===== config.mk =====
export PLATFORM = sky130hd
export DESIGN_NAME = draw_sprite_keyed
export DESIGN_NICKNAME = d
export VERILOG_FILES = /design/src/rtl/draw_sprite_keyed.sv
export SDC_FILE = /design/constraint.sdc
export NUM_CORES = 1
export LEC_CHECK = 0
export ABC_AREA = 1
export ABC_CLOCK_PERIOD_IN_PS = 2200
export BUFFER_PORTS_ARGS = -buffer_cell sky130_fd_sc_hd__buf_4
export CAP_MARGIN = 5
export CORE_UTILIZATION = 30
export CTS_CLUSTER_SIZE = 8
export DETAILED_ROUTE_END_ITERATION = 10
export SETUP_SLACK_MARGIN = 0.1
export SLEW_MARGIN = 15
export SYNTH_ARGS = -nofsm -noshare
export SYNTH_HDL_FRONTEND = slang
export SYNTH_SLANG_ARGS = --single-unit

===== constraint.sdc =====
create_clock -name pclk -period 2.2 [get_ports pclk]
set_input_delay 0.11 -clock pclk [delete_from_list [all_inputs] [get_ports pclk]]
set_output_delay 0.11 -clock pclk [all_outputs]
set_load 0.01 [all_outputs]

===== src/rtl/draw_sprite_keyed.sv =====
`default_nettype none
// ============================================================================
// Module  : draw_sprite_keyed
// Purpose : Colour-keyed sprite overlay stage for the VGA timing chain.
//           Optional horizontal flip when DRAW_SPRITE_MIRROR_EN is defined.
// Rev     : 1.0
// ============================================================================
module draw_sprite_keyed #(
  parameter int          RECT_WIDTH  = 48,
  parameter int          RECT_HEIGHT = 64,
  parameter int          ADDR_X_BITS = 6,
  parameter int          ADDR_Y_BITS = 6,
  parameter int          ROM_LATENCY = 1,
  parameter bit          KEY_EN      = 1'b1,
  parameter logic [11:0] KEY_RGB     = 12'hF0F
) (
  input  logic                             pclk,
  input  logic                             rst,
  input  logic [10:0]                      hcount_in,
  input  logic                             hsync_in,
  input  logic                             hblnk_in,
  input  logic [10:0]                      vcount_in,
  input  logic                             vsync_in,
  input  logic                             vblnk_in,
  input  logic [11:0]                      rgb_in,
  input  logic [11:0]                      xpos,
  input  logic [11:0]                      ypos,
  input  logic                             enable,
  input  logic                             mirror_x,
  input  logic [11:0]                      rgb_pixel,
  output logic [ADDR_X_BITS+ADDR_Y_BITS-1:0] pixel_addr,
  output logic [10:0]                      hcount_out,
  output logic                             hsync_out,
  output logic                             hblnk_out,
  output logic [10:0]                      vcount_out,
  output logic                             vsync_out,
  output logic                             vblnk_out,
  output logic [11:0]                      rgb_out
);

  localparam int c_ADDR_W  = ADDR_X_BITS + ADDR_Y_BITS;
  localparam int c_LATENCY = ROM_LATENCY + 2;
  localparam int c_TIM_W   = 26;

  logic        r_vblnk_prev;
  logic [11:0] r_xpos;
  logic [11:0] r_ypos;
  logic        r_enable;
  logic        w_vblnk_rise;

  assign w_vblnk_rise = vblnk_in & ~r_vblnk_prev;

  // Position and visibility only change at the start of vertical blank
  always_ff @(posedge pclk) begin
    if (rst) begin
      r_vblnk_prev <= 1'b0;
      r_xpos       <= '0;
      r_ypos       <= '0;
      r_enable     <= 1'b0;
    end else begin
      r_vblnk_prev <= vblnk_in;
      if (w_vblnk_rise) begin
        r_xpos   <= xpos;
        r_ypos   <= ypos;
        r_enable <= enable;
      end
    end
  end

  // 13-bit compare so a sprite hanging past column 2047 clips instead of wrapping
  logic [12:0] w_h;
  logic [12:0] w_v;
  logic [12:0] w_x;
  logic [12:0] w_y;
  logic        w_in;

  assign w_h  = {2'b00, hcount_in};
  assign w_v  = {2'b00, vcount_in};
  assign w_x  = {1'b0, r_xpos};
  assign w_y  = {1'b0, r_ypos};
  assign w_in = r_enable
             && (w_h >= w_x) && (w_h < w_x + 13'(RECT_WIDTH))
             && (w_v >= w_y) && (w_v < w_y + 13'(RECT_HEIGHT));

  logic [11:0] w_dx_raw;
  logic [11:0] w_dx;
  logic [11:0] w_dy;
  logic        w_unused;

  assign w_dx_raw = {1'b0, hcount_in} - r_xpos;
  assign w_dy     = {1'b0, vcount_in} - r_ypos;

`ifdef DRAW_SPRITE_MIRROR_EN
  logic r_mirror;

  always_ff @(posedge pclk) begin
    if (rst)
      r_mirror <= 1'b0;
    else if (w_vblnk_rise)
      r_mirror <= mirror_x;
  end

  assign w_dx     = r_mirror ? (12'(RECT_WIDTH - 1) - w_dx_raw) : w_dx_raw;
  assign w_unused = &{1'b0, w_dx[11:ADDR_X_BITS], w_dy[11:ADDR_Y_BITS]};
`else
  assign w_dx     = w_dx_raw;
  assign w_unused = &{1'b0, mirror_x, w_dx[11:ADDR_X_BITS], w_dy[11:ADDR_Y_BITS]};
`endif

  logic [c_ADDR_W-1:0] r_pixel_addr;
  logic                r_in_pipe  [0:ROM_LATENCY];
  logic [11:0]         r_rgb_pipe [0:ROM_LATENCY];
  logic [c_TIM_W-1:0]  r_tim_pipe [0:c_LATENCY-1];
  logic [11:0]         r_rgb_out;
  logic                w_key_hit;

  assign w_key_hit = KEY_EN && (rgb_pixel == KEY_RGB);

  // in/rgb_in ride alongside the ROM access so they line up with rgb_pixel
  always_ff @(posedge pclk) begin
    if (rst) begin
      r_pixel_addr <= '0;
      r_rgb_out    <= '0;
      for (int i = 0; i <= ROM_LATENCY; i++) begin
        r_in_pipe[i]  <= 1'b0;
        r_rgb_pipe[i] <= '0;
      end
      for (int i = 0; i < c_LATENCY; i++)
        r_tim_pipe[i] <= '0;
    end else begin
      r_pixel_addr  <= w_in ? {w_dy[ADDR_Y_BITS-1:0], w_dx[ADDR_X_BITS-1:0]} : '0;
      r_in_pipe[0]  <= w_in;
      r_rgb_pipe[0] <= rgb_in;
      for (int i = 1; i <= ROM_LATENCY; i++) begin
        r_in_pipe[i]  <= r_in_pipe[i-1];
        r_rgb_pipe[i] <= r_rgb_pipe[i-1];
      end
      r_tim_pipe[0] <= {hcount_in, hsync_in, hblnk_in, vcount_in, vsync_in, vblnk_in};
      for (int i = 1; i < c_LATENCY; i++)
        r_tim_pipe[i] <= r_tim_pipe[i-1];
      r_rgb_out <= (r_in_pipe[ROM_LATENCY] && !w_key_hit) ? rgb_pixel
                                                          : r_rgb_pipe[ROM_LATENCY];
    end
  end

  assign pixel_addr = r_pixel_addr;
  assign rgb_out    = r_rgb_out;
  assign {hcount_out, hsync_out, hblnk_out, vcount_out, vsync_out, vblnk_out} =
         r_tim_pipe[c_LATENCY-1];

endmodule
`default_nettype wire


==> results.txt <==
The flow ran to the end, and the final reports show no timing, DRC or antenna violations. Clock-pin slew was measured on the worst setup and hold paths at 0.07 ns. The worst setup skew after layout is 0.00783 ns.

At the end of the flow, the number of nets in the layout was 1,048. The initialized floorplan defines 51 standard-cell rows. At the pin with the least slew margin, the transition time is 0.369 ns. For this run, the slowest stage of the critical path takes 0.34 ns. Summed over its instances, the top area cell type makes up 50.3% of the synthesized netlist area.

Across the VDD grid, the largest voltage drop is 0.480 mV. STA classifies the critical path startpoint as a register. Counting every net in the synthesized netlist gives 864.

Including well taps, the total number of placed cells is 1,100. The post-synthesis xor/xnor area fraction came out at 1.87%. The logs give 21.0 mm for the wire length of the first global-routing pass and 13.3% for the global router's overall resource usage. The synthesized netlist devotes 6.74% of its cell area to compound gates. The relative slew slack was 75.2%; the flip-flop and latch count after synthesis was 153. Cells with a size suffix above 1 make up 21.4% of the layout. Entering global routing, the biggest net connects 86 pins. The residual DRC count was 0. The worst setup path is captured at a register. For this configuration, the core starts out at a cell density of 31.0%.

The final worst-path cycle share works out to 91.6%. Counting the fill cells in the layout gives 1,967. The logs give 9.60 mm for the detailed-placement wirelength estimate and 0 for the post-detailed-route count of antenna-violating nets. The floorplan step set the die width to 144 um. The count of cells in the finished layout, fillers not included, comes to 1,211. The top achievable clock speed is 0.496 GHz, and the number of buffers inserted during clock tree synthesis is 17. In this run the clock root is driven by a sky130_fd_sc_hd__clkbuf_16. During I/O placement, the number of pins put on the boundary was 128. The run gives 13.6 mm as the total wire length after detailed routing.

TritonCTS built the clock tree. The logs give 6.76 mW for the final total power and 0.0209 mm2 for the area enclosed by the die boundary. The number of levels in the clock H-tree was 4. At the worst endpoint, the required time is 2.56 ns. Number of hold violations in the final report: 0. The buffer levels on the longest clock path is 2, and the power density relative to cell area is 783 mW/mm2. The core region is 0.0197 mm2.

The first TritonRoute pass finished after 4 iterations. The tools report the final cell utilization of the core as 44.0%. Total number of vias: 4,797. After technology mapping, the gate count stands at 748. Final hold analysis gives a worst-case slack of 0.0266 ns. The run gives 0 as the final max-slew violation count. Sequential elements use 50.3% of the synthesized area. Buffers placed on the I/O ports in this run total 126. For the count of synthesis-stage warnings from yosys, the log shows 0.

By area, the combinational part of the netlist is dominated by simple AND/OR/NAND/NOR gates. For the count of endpoints failing setup in the final report, the log shows 0. The startpoint-to-endpoint class of the critical path is reg -> reg.

The largest driver fanout on the critical path came out at 7. Traced cell by cell, the critical path runs through inv_2 -> ha_4 -> inv_2 -> nand4_1 -> o21ai_1 -> o21ai_1 -> ha_1 -> nand2_1 -> nor2_2 -> nand2_2 -> nand4_4 -> buf_12 -> nor3_1. Most common flop cell mapped by yosys: sky130_fd_sc_hd__dfxtp_1. The worst path setup slack after routing came out at 0.185 ns. The type of the worst min-delay path was in -> reg. Setup repair after global routing could not meet its margin everywhere.

The cell type of the slowest stage on the worst timing path is sky130_fd_sc_hd__dfxtp_2. In the post-synthesis netlist, the biggest area contributors are sky130_fd_sc_hd__dfxtp_1, sky130_fd_sc_hd__nor2_1, sky130_fd_sc_hd__inv_1, sky130_fd_sc_hd__ha_1, sky130_fd_sc_hd__nand2_1. The global route total overflow is 0, and the ratio of routed vias to standard cells is 3.96. The shortest clock period the worst path allows after layout was 2.01 ns; the static leakage power was 4.09 nW. In the final routed layout, each cell accounts on average for 11.2 um. After synthesis, the share of flip-flops with an asynchronous set or reset is 0%.

The first routing iteration left 181 violations. At the later pin of the worst-skew pair, clock insertion delay measures 0.43 ns. Summing every instance area after synthesis gives 0.00609 mm2.

The signal arrival time at the worst endpoint is 2.37 ns, and the number of library cell types mapped by synthesis is 33. Summing the areas of all and, or, nand and nor instances in the mapped netlist gives 19.0% of the synthesized area. The number of enable flip-flop cells after synthesis came out at 0. The biggest area contributor in the post-synthesis netlist is sky130_fd_sc_hd__dfxtp_1. CTS saw 153 sinks. The chip height is 144 um. The number of global-route vias before repair is 4,410, and the adder-cell area share of the yosys netlist is 8.06%. The area growth from synthesis to layout is 42.0%. The pre-CTS setup slack is -0.0577 ns, and the mean instance size in the synthesized netlist is 8.14 um2.

The number of antenna violations at the first check in global routing was 1. Of the post-synthesis cell area, the part taken by muxes is 0%. The routability congestion estimate from global placement came out at 0.819.

For the number of violations of the max-capacitance limit, the log shows 0.
-- synthesized netlist by cell type, types with 2 or more instances --
cell type,n
sky130_fd_sc_hd__xor2_1,10
sky130_fd_sc_hd__nand3_2,3
sky130_fd_sc_hd__nand4_1,7
sky130_fd_sc_hd__nand2_1,64
sky130_fd_sc_hd__fa_1,2
sky130_fd_sc_hd__inv_1,152
sky130_fd_sc_hd__nor2_1,156
sky130_fd_sc_hd__ha_1,36
sky130_fd_sc_hd__buf_1,3
sky130_fd_sc_hd__clkbuf_1,19
sky130_fd_sc_hd__dfxtp_1,153
sky130_fd_sc_hd__nand3_1,13
sky130_fd_sc_hd__nor3_1,2
sky130_fd_sc_hd__buf_4,22
sky130_fd_sc_hd__a21o_1,2
sky130_fd_sc_hd__xnor2_1,3
sky130_fd_sc_hd__nand2_2,2
sky130_fd_sc_hd__a21oi_1,33
sky130_fd_sc_hd__o21ai_0,39
sky130_fd_sc_hd__inv_2,3
sky130_fd_sc_hd__buf_6,2
sky130_fd_sc_hd__nor3_2,11
-- power breakdown --
group / leakage (nW) / internal [mW] / switching, mW
clock network: 0.291 / 1.63 / 1.29
registers: 1.26 / 2.89 / 0.0460
logic: 2.54 / 0.435 / 0.466
-- cell type report --
type / count / area, um2 / area share (%)
well taps: 265 / 332 / 3.84
diodes: 1 / 2.50 / 0.0290
clock inverters: 15 / 180 / 2.09
flip-flops and latches: 153 / 3070 / 35.5
repair buffers: 211 / 1820 / 21.1
clock buffers: 17 / 425 / 4.92
multi-input cells: 394 / 2230 / 25.8
inverters: 155 / 582 / 6.73
-- cell families (layout without fill, tap and decap cells) --
family	after synthesis	count (layout)
xor+xnor	13	13
fa+ha+maj	38	38
flops	153	153
other cells	0	1
buf+inv	201	398
simple gates	264	264
compound gates	79	79
-- worst max-delay path, delay by kind of cell (launching register included) --
kind	cells	cell delay, ns
adders and majority gates	2	0.47
and+or+nand+nor	6	0.58
DFF	1	0.34
AOI/OAI and AO/OA	2	0.27
buffers and inverters	3	0.28
-- stage by stage --
step / TNS, ns / instance area [um2]
6_report: 0 / 8640
5_1_grt: 0 / 8640
4_1_cts: 0 / 8550
3_5_place_dp: -0.372 / 7170
3_3_place_gp: -0.0476 / 7170
2_1_floorplan: 0 / 6090
-- state kept, by name, indices dropped and copies added (netlist names) --
| register | cells |
|---|---|
| r_tim_pipe | 78 |
| r_ypos | 12 |
| r_in_pipe | 2 |
| pixel_addr | 12 |
| rgb_out | 12 |
| r_xpos | 12 |
| r_enable | 1 |
| r_rgb_pipe | 24 |
-- what timing repair did --
action,CTS,global route
hold endpoints to repair,74,0
buffers inserted,2,1
hold buffers,74,0
pin swaps,3,5
setup endpoints to repair,13,13
cloned,0,1
gates resized for setup,2,15
-- cells in the final DEF (no fill, tap or decap), types with 2 or more instances in the layout --
master and count:
sky130_fd_sc_hd__buf_4 133, sky130_fd_sc_hd__nand4_1 7, sky130_fd_sc_hd__inv_8 6, sky130_fd_sc_hd__inv_6 2, sky130_fd_sc_hd__ha_4 2, sky130_fd_sc_hd__o21ai_1 3
sky130_fd_sc_hd__dfxtp_2 2, sky130_fd_sc_hd__clkinv_8 2, sky130_fd_sc_hd__xor2_1 10, sky130_fd_sc_hd__nor3_4 4, sky130_fd_sc_hd__nor3_2 7, sky130_fd_sc_hd__dfxtp_1 151
sky130_fd_sc_hd__clkbuf_16 18, sky130_fd_sc_hd__o21ai_0 37, sky130_fd_sc_hd__nor3_1 2, sky130_fd_sc_hd__nand2_1 63, sky130_fd_sc_hd__ha_1 34, sky130_fd_sc_hd__clkinvlp_4 2
sky130_fd_sc_hd__nor2_1 155, sky130_fd_sc_hd__nand3_2 3, sky130_fd_sc_hd__buf_12 3, sky130_fd_sc_hd__xnor2_1 3, sky130_fd_sc_hd__a21oi_1 33, sky130_fd_sc_hd__nand2_2 3
sky130_fd_sc_hd__inv_1 149, sky130_fd_sc_hd__nor2_2 2, sky130_fd_sc_hd__nand3_1 13, sky130_fd_sc_hd__clkinv_4 2, sky130_fd_sc_hd__a21o_1 2, sky130_fd_sc_hd__inv_2 6
sky130_fd_sc_hd__dlygate4sd3_1 74
-- worst paths after layout --
path              cells after the start                          from  slack (ns)                           end
hold reg to reg                       2  r_tim_pipe[0][43]$_SDFF_PP0_        0.40  r_tim_pipe[0][69]$_SDFF_PP0_
setup / recovery                     13        r_xpos[5]$_SDFFE_PP0P_        0.19     pixel_addr[11]$_SDFF_PP0_
hold / removal                        3                       xpos[5]        0.03        r_xpos[5]$_SDFFE_PP0P_
setup reg to reg                     13        r_xpos[5]$_SDFFE_PP0P_        0.19     pixel_addr[11]$_SDFF_PP0_
-- layer usage --
metal | up-vias | global-route usage [%] | routed length (um)
li1 | 2613 | - | -
met1 | 2080 | 16.7 | 6460
met2 | 86 | 21.2 | 6430
met3 | 18 | 3.38 | 431
met4 | 0 | 6.04 | 261
met5 | - | 0 | 0
No activity file was read; power rests on OpenSTA's default activity.
